$ cat config.mk
export PLATFORM = sky130hd
export DESIGN_NAME = seq_divider
export DESIGN_NICKNAME = d
export VERILOG_FILES = /design/src/rtl/divider_pkg.sv /design/src/rtl/div_sub_stage.sv /design/src/rtl/seq_divider.sv
export SDC_FILE = /design/constraint.sdc
export NUM_CORES = 1
export LEC_CHECK = 0
export CAP_MARGIN = 20
export CORE_ASPECT_RATIO = 0.75
export CORE_MARGIN = 1.5
export CORE_UTILIZATION = 52
export CTS_BUF_LIST = sky130_fd_sc_hd__clkbuf_16
export DETAILED_ROUTE_END_ITERATION = 12
export HOLD_SLACK_MARGIN = 0.02
export PLACE_DENSITY = 0.75
export SYNTH_ARGS = -nofsm -noshare
export SYNTH_HDL_FRONTEND = slang
export SYNTH_SLANG_ARGS = --single-unit
$ cat constraint.sdc
create_clock -name CLK -period 4.5 [get_ports CLK]
set_clock_uncertainty 0.1 [all_clocks]
set_input_delay 0.45 -clock CLK [delete_from_list [all_inputs] [get_ports CLK]]
set_output_delay 0.45 -clock CLK [all_outputs]
set_load 0.1 [all_outputs]
$ cat src/rtl/divider_pkg.sv
// rtl/divider_pkg.sv - shared width default and FSM state encoding for the sequential divider
package divider_pkg;

  localparam int DIV_WIDTH = 32;

  typedef enum logic [1:0] {
    S_IDLE = 2'd0,
    S_RUN  = 2'd1,
    S_FIX  = 2'd2,
    S_DONE = 2'd3
  } div_state_t;

endpackage

$ cat src/rtl/div_sub_stage.sv
// rtl/div_sub_stage.sv - WIDTH+1-bit trial subtract of the divisor from the shifted partial remainder
module div_sub_stage import divider_pkg::*; #(
  parameter int WIDTH = DIV_WIDTH
) (
  input  logic [WIDTH-1:0] i_rem,
  input  logic             i_bit,
  input  logic [WIDTH-1:0] i_div,
  output logic [WIDTH-1:0] o_diff,
  output logic             o_no_borrow
);

  logic w_borrow;
  logic w_spill;

  assign {w_borrow, w_spill, o_diff} = {1'b0, i_rem, i_bit} - {2'b00, i_div};

  // A non-negative result always fits WIDTH bits, so the spill bit is zero then.
  assign o_no_borrow = ~w_borrow & ~w_spill;

endmodule

$ cat src/rtl/seq_divider.sv
// rtl/seq_divider.sv - restoring shift/subtract divider for DIV/DIVU, one quotient bit per clock
module seq_divider import divider_pkg::*; #(
  parameter int WIDTH = DIV_WIDTH
) (
  input  logic             CLK,
  input  logic             RESET,
  input  logic             DIV_start,
  input  logic             DIV_signed,
  input  logic [WIDTH-1:0] DIV_a,
  input  logic [WIDTH-1:0] DIV_b,
  output logic             DIV_busy,
  output logic             DIV_done,
  output logic [WIDTH-1:0] DIV_quot,
  output logic [WIDTH-1:0] DIV_rem,
  output logic             DIV_by_zero
);

  localparam int CW = $clog2(WIDTH);

  div_state_t       r_state;
  logic [CW-1:0]    r_cnt;
  logic [WIDTH-1:0] r_rem_acc;
  logic [WIDTH-1:0] r_quo_acc;
  logic [WIDTH-1:0] r_div;
  logic             r_sign_q;
  logic             r_sign_r;
  logic             r_busy;
  logic             r_done;
  logic [WIDTH-1:0] r_quot;
  logic [WIDTH-1:0] r_rem;
  logic             r_by_zero;

  logic [WIDTH-1:0] w_abs_a;
  logic [WIDTH-1:0] w_abs_b;
  logic [WIDTH-1:0] w_diff;
  logic             w_no_borrow;

  // |0x80000000| wraps to itself, which is still the right unsigned magnitude.
  assign w_abs_a = (DIV_signed && DIV_a[WIDTH-1]) ? -DIV_a : DIV_a;
  assign w_abs_b = (DIV_signed && DIV_b[WIDTH-1]) ? -DIV_b : DIV_b;

  div_sub_stage #(.WIDTH(WIDTH)) u_sub (
    .i_rem       (r_rem_acc),
    .i_bit       (r_quo_acc[WIDTH-1]),
    .i_div       (r_div),
    .o_diff      (w_diff),
    .o_no_borrow (w_no_borrow)
  );

  always_ff @(posedge CLK) begin
    if (RESET) begin
      r_state   <= S_IDLE;
      r_cnt     <= '0;
      r_rem_acc <= '0;
      r_quo_acc <= '0;
      r_div     <= '0;
      r_sign_q  <= 1'b0;
      r_sign_r  <= 1'b0;
      r_busy    <= 1'b0;
      r_done    <= 1'b0;
      r_quot    <= '0;
      r_rem     <= '0;
      r_by_zero <= 1'b0;
    end else begin
      r_done <= 1'b0;
      case (r_state)
        S_IDLE, S_DONE: begin
          if (!DIV_start) begin
            r_state <= S_IDLE;
          end else if (DIV_b == '0) begin
            r_quot    <= '1;
            r_rem     <= DIV_a;
            r_by_zero <= 1'b1;
            r_done    <= 1'b1;
            r_state   <= S_DONE;
          end else begin
            r_sign_q  <= DIV_signed & (DIV_a[WIDTH-1] ^ DIV_b[WIDTH-1]);
            r_sign_r  <= DIV_signed & DIV_a[WIDTH-1];
            r_rem_acc <= '0;
            r_quo_acc <= w_abs_a;
            r_div     <= w_abs_b;
            r_cnt     <= CW'(WIDTH - 1);
            r_busy    <= 1'b1;
            r_state   <= S_RUN;
          end
        end
        S_RUN: begin
          r_rem_acc <= w_no_borrow ? w_diff : {r_rem_acc[WIDTH-2:0], r_quo_acc[WIDTH-1]};
          r_quo_acc <= {r_quo_acc[WIDTH-2:0], w_no_borrow};
          r_cnt     <= r_cnt - 1'b1;
          if (r_cnt == '0) r_state <= S_FIX;
        end
        S_FIX: begin
          // Truncating division: the remainder follows the dividend's sign.
          r_quot    <= r_sign_q ? -r_quo_acc : r_quo_acc;
          r_rem     <= r_sign_r ? -r_rem_acc : r_rem_acc;
          r_by_zero <= 1'b0;
          r_busy    <= 1'b0;
          r_done    <= 1'b1;
          r_state   <= S_DONE;
        end
      endcase
    end
  end

  assign DIV_busy    = r_busy;
  assign DIV_done    = r_done;
  assign DIV_quot    = r_quot;
  assign DIV_rem     = r_rem;
  assign DIV_by_zero = r_by_zero;

endmodule

* Yosys cells after proc, flatten, opt, wreduce, memory -nomap -nowiden
Index checks and enable logic that the tools add are counted.
** Cells by class
- Bitwise gates (word level) :: 7
- Reductions and logical operators :: 12
- Divide/modulo/power cells :: 0
- Mux-type cells :: 33
- Shift-type cells :: 0
- Equality and inequality tests :: 7
- Magnitude comparators :: 0
- Add/sub/neg operators :: 6
- Multiply operators :: 0
** Operators by type and width (number)
- $mux W32 :: 13
- $pmux W32 S2 :: 4
- $neg A32 Y32 :: 4
- $sub A33 B32 Y34 :: 1
- $logic_not A32 Y1 :: 1
- $reduce_and A3 Y1 :: 4
- $mux W5 :: 2
- $pmux W5 S2 :: 1
- $ne A2 B2 Y1 const B :: 4
- $mux W1 :: 6
- $mux W2 :: 3
- $pmux W1 S2 :: 3
- $pmux W2 S3 :: 1
- $logic_not A5 Y1 :: 1
- $sub A5 B1 Y5 const B :: 1
- $eq A2 B2 Y1 const B :: 2
- $reduce_bool A2 Y1 :: 2
- $and A1 B1 Y1 :: 3
- $not A1 Y1 :: 3
- $eq A2 B1 Y1 const B :: 1
- $logic_and A1 B1 Y1 :: 2
- $logic_not A2 Y1 :: 1
- $reduce_or A2 Y1 :: 1
- $xor A1 B1 Y1 :: 1
** Storage, ports and cells
- Input port bits :: 68
- Bits in read-only memories :: 0
- Register bits :: 172
- Logic and storage cells :: 77
- Memories :: 0
- Memory bits (writable) :: 0
- Latch bits :: 0
- Output and inout bits :: 67

* Logic depth before layout (Yosys ltp)
Gate-level depths: netlist of the first run.
- Depth in word-level cells :: 5
- Mapped depth :: 15

* By module
A second synthesis of the first run with hierarchy kept.
** Unflattened totals
- Cells, all modules :: 1437
- Area total of the unflattened synthesis :: 11582.4 um^2
** Modules (own cells, without submodules)
- seq_divider :: cells an instance 1178, instances 1, area an instance 9713.1 um^2
- div_sub_stage :: cells an instance 259, instances 1, area an instance 1869.3 um^2

* Least setup slack after synthesis of the first run
Ideal clock, no wire load.
- Path kind :: register -> register
- Start point :: register r_quo_acc[31]
- End point :: register r_rem_acc[10]
- Required time :: 4.272 ns
- Data arrival time :: 3.431 ns
- Stages on the path, launching flop included :: 16
- Slack :: 0.841 ns
- Buffers on the path :: 2
- Cell sequence :: dfxtp_1 > inv_1 > ha_1 > inv_1 > fa_1 > a21o_1 > a221oi_1 > o211a_1 > o221ai_1 > a22o_1 > a2111oi_0 > a311o_1 > buf_2 > buf_2 > mux2i_1 > o21ai_0
** On the way
- Word-level cells in the longest chain between the ends :: 5
- Elaborated cells on any way between the ends :: 6
** Ends and longest elaborated chain
- start: declaration :: line seq_divider.sv:23 : logic [WIDTH-1:0] r_quo_acc;
- start signal: assignment :: line seq_divider.sv:80 : r_quo_acc <= w_abs_a;
- start signal: assignment :: line seq_divider.sv:89 : r_quo_acc <= {r_quo_acc[WIDTH-2:0], w_no_borrow};
- $sub A33 B32 Y34 (*) :: line div_sub_stage.sv:15 : assign {w_borrow, w_spill, o_diff} = {1'b0, i_rem, i_bit} - {2'b00, i_div};
- $not A1 Y1 :: line div_sub_stage.sv:18 : assign o_no_borrow = ~w_borrow & ~w_spill;
- $and A1 B1 Y1 :: line div_sub_stage.sv:18
- $mux W32 (*) :: line seq_divider.sv:88 : r_rem_acc <= w_no_borrow ? w_diff : {r_rem_acc[WIDTH-2:0], r_quo_acc[WIDTH-1]};
- $pmux W32 S2 (*) :: line seq_divider.sv:66 : case (r_state)
- end signal: assignment :: line seq_divider.sv:88
- end: declaration :: line seq_divider.sv:22 : logic [WIDTH-1:0] r_rem_acc;
Mark *: on every way between the ends. The rest lies on a longest branch, timed or not.
A chain may end at the register's enable or synchronous reset.

* Worst setup path in the final report of the first run
- Start point :: register r_quo_acc[31]
- End point :: register r_rem_acc[23]
Same word-level chain as after synthesis.

==> results.json, run 1 <==
{
  "outcome": "finished clean",
  "dr.pass1.iters": 5,
  "setup_viol": 0,
  "synth-seq-cells": 172,
  "path_clk_slew_ns": 0.07,
  "crit_required_ns": 4.73,
  "viasPerCell": 5.87,
  "async_flop_share_pct": 0,
  "wl_per_cell_um": 17.2,
  "via_count": 10700,
  "yosys.area_share.simple_pct": 18.6,
  "r2r_setup_slack_ns": 0.43,
  "post-route-period-util_pct": 90.3,
  "syn_inst": 1434,
  "endpoint_kind": "flip-flop",
  "dieArea_um2": 22200,
  "synth_cell_type_count": 67,
  "drive_gt1_share_pct": 5.21,
  "synth_edf_count": 0,
  "slew_violations": 0,
  "area_delta_synth_final_pct": 19.4,
  "critPathArrivalTime_ns": 4.29,
  "path_max_fanout": 24,
  "fill_cells": 1891,
  "diodes": 0,
  "max-cap-violations": 0,
  "synth-compound-area-share_pct": 24.8,
  "period_needed_ns": 4.07,
  "p_sw_uw": 3470,
  "grt_util_all_layers_pct": 28.9,
  "grt_overflow": 0,
  "ant_nets": 0,
  "ys.flop_type": "dfxtp_1",
  "synth_mux_area_share_pct": 3.80,
  "post_cts_buffers": 0,
  "final_net_count": 1632,
  "slew-limit-headroom_pct": 32.6,
  "io_buffers": 134,
  "pwr-share-seq_pct": 29.6,
  "criticalPathCategory": "reg2reg",
  "antenna_found_initial": 0,
  "grt_pass1_wl_um": 50900,
  "cts_resized": 0,
  "coreArea_um2": 21000,
  "chipWidth_um": 172,
  "initial_core_util_pct": 52.7,
  "hp-start": "DIV_rem[5]$_SDFFE_PP0P_",
  "syn_area_um2": 11100,
  "hold_viol": 0,
  "cts.sinks": 172,
  "clock_latency_ns": 0.43,
  "hpwl_um": 23100,
  "cts_root_buffer": "clkbuf_16",
  "synth_top_family_by_area": "compound AO/OA/AOI/OAI gates",
  "yosysWarningCount": 0,
  "regArea_um2": 3440,
  "combinationalPowerShare_pct": 50.5,
  "setup_tns_ns": 0,
  "placed_cells": 1790,
  "cts_hold_buf": 0,
  "dpl-instance-area_um2": 12600,
  "synth_area_per_cell_um2": 7.72,
  "worstMarginPinSlew_ns": 1.01,
  "drt-initial-drc-count": 897,
  "cts_tree": "done",
  "ys_seq_area_share_pct": 31.1,
  "drc": 0,
  "hp-class": "reg2reg",
  "tritoncts.num_buffers": 17,
  "hold_depth": 2,
  "synthXorXnorAreaFrac_pct": 11.9,
  "total_power_uw": 7170,
  "synthAdderAreaFrac_pct": 4.70,
  "reg2regPathDepth": 14,
  "htreeDepth": 4,
  "swShare_pct": 48.4,
  "cts_buffer_depth": 2,
  "r2r_end": "r_rem_acc[23]$_SDFFE_PP0P_",
  "rsz0062_at_grt": "false",
  "clock.fmax_mhz": 246,
  "instances_no_fill": 1824,
  "syn_nets": 1543,
  "holdPathEnd": "DIV_rem[5]$_SDFFE_PP0P_",
  "grt_max_degree": 78,
  "io-pin-count": 135,
  "final_area_um2": 13200,
  "place.gp.congestion": 0.890,
  "ir_worst_vdd_uv": 421,
  "grt_pass1_vias": 9822,
  "intPower_uw": 3700,
  "p_per_area_nw_per_um2": 542,
  "clockPowerShare_pct": 19.9,
  "cp-start-kind": "flip-flop",
  "routed_wl_um": 31500,
  "cellLeakagePower_uw": 0.00493,
  "die_y_um": 129,
  "r2r-start": "r_quo_acc[31]$_SDFFE_PP0P_",
  "num_rows": 46,
  "whs_ns": 0.352,
  "multiInputGateArea_um2": 7090
}
cells by family (layout without fill, tap and decap cells):
logic type / Yosys count / count (layout)
buf+inv: 146 / 248
xor+xnor: 150 / 150
flops: 172 / 172
mux: 42 / 42
simple gates: 460 / 460
compound gates: 423 / 423
fa+ha+maj: 41 / 41
routing by layer:
metal	global-route usage [%]	vias up	share of wire [%]
li1	-	5283	-
met1	43.7	4967	49
met2	42.5	422	42
met3	4.70	28	7.8
met4	6.71	0	1.1
met5	0	-	0
critical path, cell delays in order (launching register included):
cell	delay [ns]
dfxtp_1	0.32
inv_1	0.11
ha_1	0.19
inv_1	0.06
fa_1	0.40
a21o_1	0.23
a221oi_1	0.47
o211a_1	0.32
o221ai_1	0.16
a22o_1	0.30
a2111oi_0	0.39
a311o_2	0.20
buf_4	0.33
o21ai_0	0.15
a31o_2	0.22
Yosys cell counts, types with 3 or more instances:
cell       number  area, um2
nand2_1       186        698
dfxtp_1       172       3440
nor2_1        150        563
a21oi_1       116        581
o21ai_0        89        445
xor2_1         80        701
a211oi_1       79        593
xnor2_1        70        613
clkbuf_1       66        248
inv_1          62        233
mux2i_1        42        420
ha_1           40        500
o31ai_1        25        188
a21o_1         24        180
nor3_1         22        110
nand3_1        20        100
a31oi_1        15       93.8
buf_2          14       70.1
o211ai_1       14        105
o41ai_1        14        123
nor4_1         13       81.3
or4_1          13       97.6
or3_1           9       56.3
nand4_1         7       43.8
o21bai_1        7       52.6
and3_1          6       37.5
a311oi_1        5       43.8
nor2b_1         5       31.3
or2_2           5       31.3
a31o_2          4       35.0
and2_1          4       25.0
nand2b_1        4       25.0
nand3b_1        4       30.0
a2111oi_0       3       26.3
a221oi_1        3       26.3
buf_1           3       11.3
o311ai_0        3       26.3
cells in the final DEF (no fill, tap or decap), types with 20 or more instances in the layout:
cell,instances
dfxtp_1,172
xnor2_1,70
o31ai_1,25
a21oi_1,114
nor3_1,22
xor2_1,80
nor2_1,149
mux2i_1,42
o21ai_0,89
clkdlybuf4s50_1,133
a211oi_1,79
ha_1,39
inv_1,63
nand2_1,186
nand3_1,20
a21o_1,24
worst max path at each step:
stage	from	endpoint	slack, ns
after floorplan	r_quo_acc[31]$_SDFFE_PP0P_	r_rem_acc[10]$_SDFFE_PP0P_	0.84
after global placement	DIV_b[11]	DIV_quot[23]$_SDFFE_PP0P_	0.65
after detailed placement	r_quo_acc[31]$_SDFFE_PP0P_	r_rem_acc[23]$_SDFFE_PP0P_	0.53
after CTS	r_quo_acc[31]$_SDFFE_PP0P_	r_rem_acc[23]$_SDFFE_PP0P_	0.48
after global routing	r_quo_acc[31]$_SDFFE_PP0P_	r_rem_acc[30]$_SDFFE_PP0P_	0.07
final	r_quo_acc[31]$_SDFFE_PP0P_	r_rem_acc[23]$_SDFFE_PP0P_	0.43
power by group through the flow:
stage	sequential (uW)	combinational, uW	clock, uW
detailed placement	2150	3550	0
global placement	2140	3500	0
global route	2160	3930	1510
finish	2120	3620	1420
floorplan	2910	1880	0
CTS	2120	3570	1450
final cells by class:
class,count,share of cell area [%]
clock buffer,17,3.22
clock inverter,15,1.01
inverter,62,1.76
multi-input combinational,1116,53.6
sequential,172,26.0
tap,288,2.72
timing repair buffer,154,11.7
state kept, by name (all words and copies together), names as in the netlist:
signal	cells
r_div	32
r_rem_acc	32
DIV_quot	32
DIV_rem	32
r_sign_q	1
r_sign_r	1
DIV_by_zero	1
DIV_busy	1
r_quo_acc	32
r_state	2
r_cnt	5
DIV_done	1
stage by stage:
| step | util, % | setup WS, ns |
|---|---|---|
| finish | 63.0 | 0.435 |
| detailed placement | 60.1 | 0.532 |
| global placement | 60.1 | 0.646 |
| global route | 63.0 | 0.0680 |
| floorplan | - | 0.841 |
| CTS | 62.8 | 0.475 |
No activity file was read; power rests on OpenSTA's default activity.
==> inputs of run 2 (changes only) <==
--- a/config.mk
+++ b/config.mk
@@ -8,5 +8,4 @@
 export CAP_MARGIN = 20
 export CORE_ASPECT_RATIO = 0.75
-export CORE_MARGIN = 1.5
 export CORE_UTILIZATION = 52
 export CTS_BUF_LIST = sky130_fd_sc_hd__clkbuf_16
--- a/constraint.sdc
+++ b/constraint.sdc
@@ -3,3 +3,3 @@
 set_input_delay 0.45 -clock CLK [delete_from_list [all_inputs] [get_ports CLK]]
 set_output_delay 0.45 -clock CLK [all_outputs]
-set_load 0.1 [all_outputs]
+set_load 0.005 [all_outputs]
==> results.json, run 2 (synthesized netlist as in run 1, its figures left out) <==
{
  "slew-limit-headroom_pct": 37.3,
  "critPathArrivalTime_ns": 4.38,
  "cts_root_buffer": "clkbuf_16",
  "chipWidth_um": 171,
  "hp-class": "reg2reg",
  "io-pin-count": 135,
  "grt_util_all_layers_pct": 29.1,
  "ant_nets": 0,
  "endpoint_kind": "flip-flop",
  "grt_pass1_wl_um": 50400,
  "outcome": "finished clean",
  "drc": 0,
  "final_area_um2": 13200,
  "instances_no_fill": 1817,
  "placed_cells": 1784,
  "area_delta_synth_final_pct": 19.6,
  "cts_resized": 0,
  "dr.pass1.iters": 6,
  "final_net_count": 1631,
  "diodes": 0,
  "crit_top_cell": "inv_1",
  "grt_max_degree": 81,
  "slew_violations": 0,
  "tritoncts.num_buffers": 17,
  "layout_common_cells": "nand2_1 (186), dfxtp_1 (172), nor2_1 (148), clkdlybuf4s50_1 (133), a21oi_1 (114)",
  "path_max_fanout": 28,
  "viasPerCell": 5.94,
  "io_buffers": 134,
  "routed_wl_um": 31600,
  "grt_overflow": 0,
  "crit_required_ns": 4.72,
  "place.gp.congestion": 0.908,
  "crit_path_cell_trace": "inv_1 > ha_1 > inv_1 > fa_1 > a21o_1 > a221oi_1 > o211a_1 > o221ai_1 > a22o_1 > a2111oi_0 > a311o_2 > buf_12 > o21ai_0 > a31o_2",
  "setup_tns_ns": 0,
  "ir_worst_vdd_uv": 304,
  "cellLeakagePower_uw": 0.00494,
  "drt-initial-drc-count": 997,
  "r2r-start": "r_quo_acc[31]$_SDFFE_PP0P_",
  "initial_core_util_pct": 53.9,
  "cts.sinks": 172,
  "post-route-period-util_pct": 92.4,
  "clock_latency_ns": 0.43,
  "r2r_end": "r_rem_acc[30]$_SDFFE_PP0P_",
  "cts_hold_buf": 0,
  "period_needed_ns": 4.16,
  "hpwl_um": 23200,
  "drive_gt1_share_pct": 5.15,
  "hold_depth": 2,
  "r2r_setup_slack_ns": 0.34,
  "holdPathEnd": "DIV_rem[4]$_SDFFE_PP0P_",
  "coreArea_um2": 20600,
  "rsz0062_at_grt": "false",
  "dpl-instance-area_um2": 12600,
  "hold_viol": 0,
  "dieArea_um2": 21900,
  "slowest_delay_ns": 0.43,
  "path_clk_slew_ns": 0.07,
  "via_count": 10800,
  "wl_per_cell_um": 17.4,
  "critical_path.slowest_cell": "a221oi_1",
  "htreeDepth": 4,
  "cts_tree": "done",
  "worstMarginPinSlew_ns": 0.935,
  "setup_viol": 0,
  "grt_pass1_vias": 9561,
  "max-cap-violations": 0,
  "hp-start": "DIV_rem[4]$_SDFFE_PP0P_",
  "antenna_found_initial": 0,
  "cts_buffer_depth": 2,
  "post_cts_buffers": 0,
  "reg2regPathDepth": 14,
  "clock.fmax_mhz": 241,
  "cp-start-kind": "flip-flop",
  "num_rows": 45,
  "criticalPathCategory": "reg2reg",
  "die_y_um": 128,
  "layout_commonest_cell": "nand2_1",
  "p_per_area_nw_per_um2": 484
}
==> run 2: worst max-delay path, delay by kind of cell (launching register included) <==
family	cells	cell delay (ns)
flip-flops	1	0.32
adder cells (fa/ha/maj)	2	0.58
AO/OA/AOI/OAI	9	2.61
buffers and inverters	3	0.42
==> run 2: worst max-delay path by stage <==
stage	slack (ns)	endpoint	depth (start not counted)	start
2_1_floorplan	0.84	r_rem_acc[10]$_SDFFE_PP0P_	15	r_quo_acc[31]$_SDFFE_PP0P_
3_3_place_gp	0.58	DIV_quot[23]$_SDFFE_PP0P_	9	DIV_b[10]
3_5_place_dp	0.42	r_rem_acc[23]$_SDFFE_PP0P_	14	r_quo_acc[31]$_SDFFE_PP0P_
4_1_cts	0.39	r_rem_acc[3]$_SDFFE_PP0P_	14	r_quo_acc[31]$_SDFFE_PP0P_
5_1_grt	0.03	r_rem_acc[30]$_SDFFE_PP0P_	14	r_quo_acc[31]$_SDFFE_PP0P_
6_report	0.34	r_rem_acc[30]$_SDFFE_PP0P_	14	r_quo_acc[31]$_SDFFE_PP0P_
==> run 2: through the flow <==
stage	worst slack (ns)	util, %	hold WS (ns)	total power (uW)
floorplan	0.841	-	0.332	3960
CTS	0.388	64.3	0.356	6370
detailed placement	0.416	61.5	0.346	4880
global placement	0.580	61.5	0.340	4820
finish	0.343	64.4	0.352	6420
global route	0.0346	64.4	0.362	6820
==> run 2: cell type report <==
type | instances | area, um2
tap | 282 | 353
clock inverter | 15 | 159
fill | 1843 | 7310
inverter | 62 | 233
sequential | 172 | 3440
timing repair buffer | 153 | 1540
clock buffer | 17 | 425
multi-input combinational | 1116 | 7090
==> run 2: layer usage <==
metal | up-vias | track usage (%) | part of all wire [%]
met1 | 5015 | 43.8 | 48
li1 | 5286 | - | -
met5 | - | 0 | 0
met3 | 36 | 6.27 | 9.0
met2 | 449 | 42.1 | 42
met4 | 0 | 6.20 | 1.2
==> run 2: where the power goes <==
part / switching (uW) / leakage (uW) / internal [uW]
sequential: 278 / 0.00140 / 1850
combinational: 1680 / 0.00325 / 1130
clock: 698 / 0.000288 / 787
==> inputs of run 3 (changes only) <==
SLEW_MARGIN = 20   (was not set)
==> results.json, run 3 (synthesized netlist as in run 1, its figures left out) <==
{
  "r2r-start": "r_quo_acc[31]$_SDFFE_PP0P_",
  "layout_commonest_cell": "nand2_1",
  "crit_required_ns": 4.70,
  "setup_tns_ns": 0,
  "num_rows": 45,
  "instances_no_fill": 1816,
  "critical_path.slowest_cell": "a221oi_1",
  "drc": 0,
  "hold_viol": 0,
  "cts_buffer_depth": 2,
  "diodes": 0,
  "reg2regPathDepth": 14,
  "clockPowerShare_pct": 23.1,
  "max-cap-violations": 0,
  "criticalPathCategory": "reg2reg",
  "cts_resized": 0,
  "tritoncts.num_buffers": 17,
  "area_delta_synth_final_pct": 19.3,
  "path_max_fanout": 28,
  "path_delay_family": "compound AO/OA/AOI/OAI gates",
  "htreeDepth": 4,
  "dr.pass1.iters": 7,
  "ant_nets": 0,
  "drt-initial-drc-count": 991,
  "slowest_delay_ns": 0.43,
  "rsz0062_at_grt": "false",
  "r2r_setup_slack_ns": 0.34,
  "p_per_area_nw_per_um2": 484,
  "slew_violations": 0,
  "routed_wl_um": 31500,
  "clock_latency_ns": 0.43,
  "io_buffers": 134,
  "grt_max_degree": 81,
  "die_y_um": 128,
  "outcome": "finished clean",
  "ir_worst_vdd_uv": 304,
  "placed_cells": 1784,
  "io-pin-count": 135,
  "via_count": 10800,
  "dieArea_um2": 21900,
  "coreArea_um2": 20600,
  "wl_per_cell_um": 17.4,
  "cellLeakagePower_uw": 0.00493,
  "whs_ns": 0.352,
  "endpoint": "r_rem_acc[3]$_SDFFE_PP0P_",
  "p_sw_uw": 2650,
  "period_needed_ns": 4.16,
  "grt-busiest-layer": "met1",
  "hold_depth": 2,
  "cts_tree": "done",
  "r2r_end": "r_rem_acc[3]$_SDFFE_PP0P_",
  "critPathArrivalTime_ns": 4.36,
  "hp-class": "reg2reg",
  "initial_core_util_pct": 53.9,
  "crit_path_cell_trace": "inv_1 > ha_1 > inv_1 > fa_1 > a21o_1 > a221oi_1 > o211a_1 > o221ai_1 > a22o_1 > a2111oi_0 > a311o_2 > buf_12 > mux2i_1 > o21ai_0",
  "endpoint_kind": "flip-flop",
  "grt_pass1_wl_um": 50400,
  "crit_top_cell": "inv_1",
  "worstMarginPinSlew_ns": 0.945,
  "layout_common_cells": "nand2_1 (186), dfxtp_1 (171), nor2_1 (148), clkdlybuf4s50_1 (133), a21oi_1 (114)",
  "hpwl_um": 23200,
  "swShare_pct": 41.4,
  "pwr-share-seq_pct": 33.3,
  "grt_overflow": 0,
  "cts_root_buffer": "clkbuf_16",
  "path_depth": 14,
  "preCtsSetupSlack_ns": 0.416,
  "place.gp.congestion": 0.908,
  "antenna_found_initial": 0,
  "setup_viol": 0,
  "met3_usage_pct": 6.27,
  "crit_start": "r_quo_acc[31]$_SDFFE_PP0P_",
  "final_net_count": 1630,
  "cts.sinks": 172,
  "viasPerCell": 5.92,
  "use_met1_pct": 43.8,
  "use_met2_pct": 42.1,
  "combinationalPowerShare_pct": 43.6,
  "post_cts_buffers": 0,
  "grt_util_all_layers_pct": 29.1,
  "clock.fmax_mhz": 240,
  "cp-start-kind": "flip-flop",
  "slew-limit-headroom_pct": 36.6,
  "grt_pass1_vias": 9561,
  "post-route-period-util_pct": 92.5,
  "cts_hold_buf": 0,
  "intPower_uw": 3750,
  "path_buf_inv": 3,
  "layout_setup_ws_ns": 0.339,
  "path_clk_slew_ns": 0.07,
  "drive_gt1_share_pct": 5.15,
  "chipWidth_um": 171
}
run 3: layout make-up:
type	count	area, um2
clock buffer	17	425
tap	282	353
clock inverter	15	159
sequential	172	3440
fill	1845	7330
timing repair buffer	152	1510
inverter	62	233
multi-input combinational	1116	7090
run 3: stage by stage:
stage	power (uW)	utilization [%]	area, um2
after floorplan	3960	-	11100
after global placement	4820	61.5	12600
after detailed placement	4880	61.5	12600
after CTS	6370	64.3	13200
after global routing	6810	64.3	13200
final	6400	64.3	13200
run 3: layer usage:
layer  wire (um)  vias to the layer above  share of wire (%)
li1            -                     5270                  -
met1       15200                     5020                 48
met2       13200                      434                 42
met3        2710                       28                8.6
met4         358                        0                1.1
met5           0                        -                  0
run 3: worst min path at each step:
stage                                 start                       to  slack (ns)
floorplan            r_div[31]$_SDFFE_PP0P_   r_div[31]$_SDFFE_PP0P_        0.33
global placement    DIV_rem[4]$_SDFFE_PP0P_  DIV_rem[4]$_SDFFE_PP0P_        0.34
detailed placement  DIV_rem[4]$_SDFFE_PP0P_  DIV_rem[4]$_SDFFE_PP0P_        0.35
CTS                 DIV_rem[4]$_SDFFE_PP0P_  DIV_rem[4]$_SDFFE_PP0P_        0.36
global route        DIV_rem[4]$_SDFFE_PP0P_  DIV_rem[4]$_SDFFE_PP0P_        0.36
finish              DIV_rem[4]$_SDFFE_PP0P_  DIV_rem[4]$_SDFFE_PP0P_        0.35
run 3: power by group through the flow:
stage	registers [uW]	logic, uW	clock network (uW)
floorplan	2080	1880	0
global placement	2150	2680	0
detailed placement	2160	2730	0
CTS	2120	2750	1500
global route	2170	3070	1560
finish	2130	2790	1480
run 3: tightest hold or removal path, stage by stage, from the launching register on:
cell and delay (ns):
dfxtp_1 0.31, nand2_1 0.05, a21oi_1 0.05
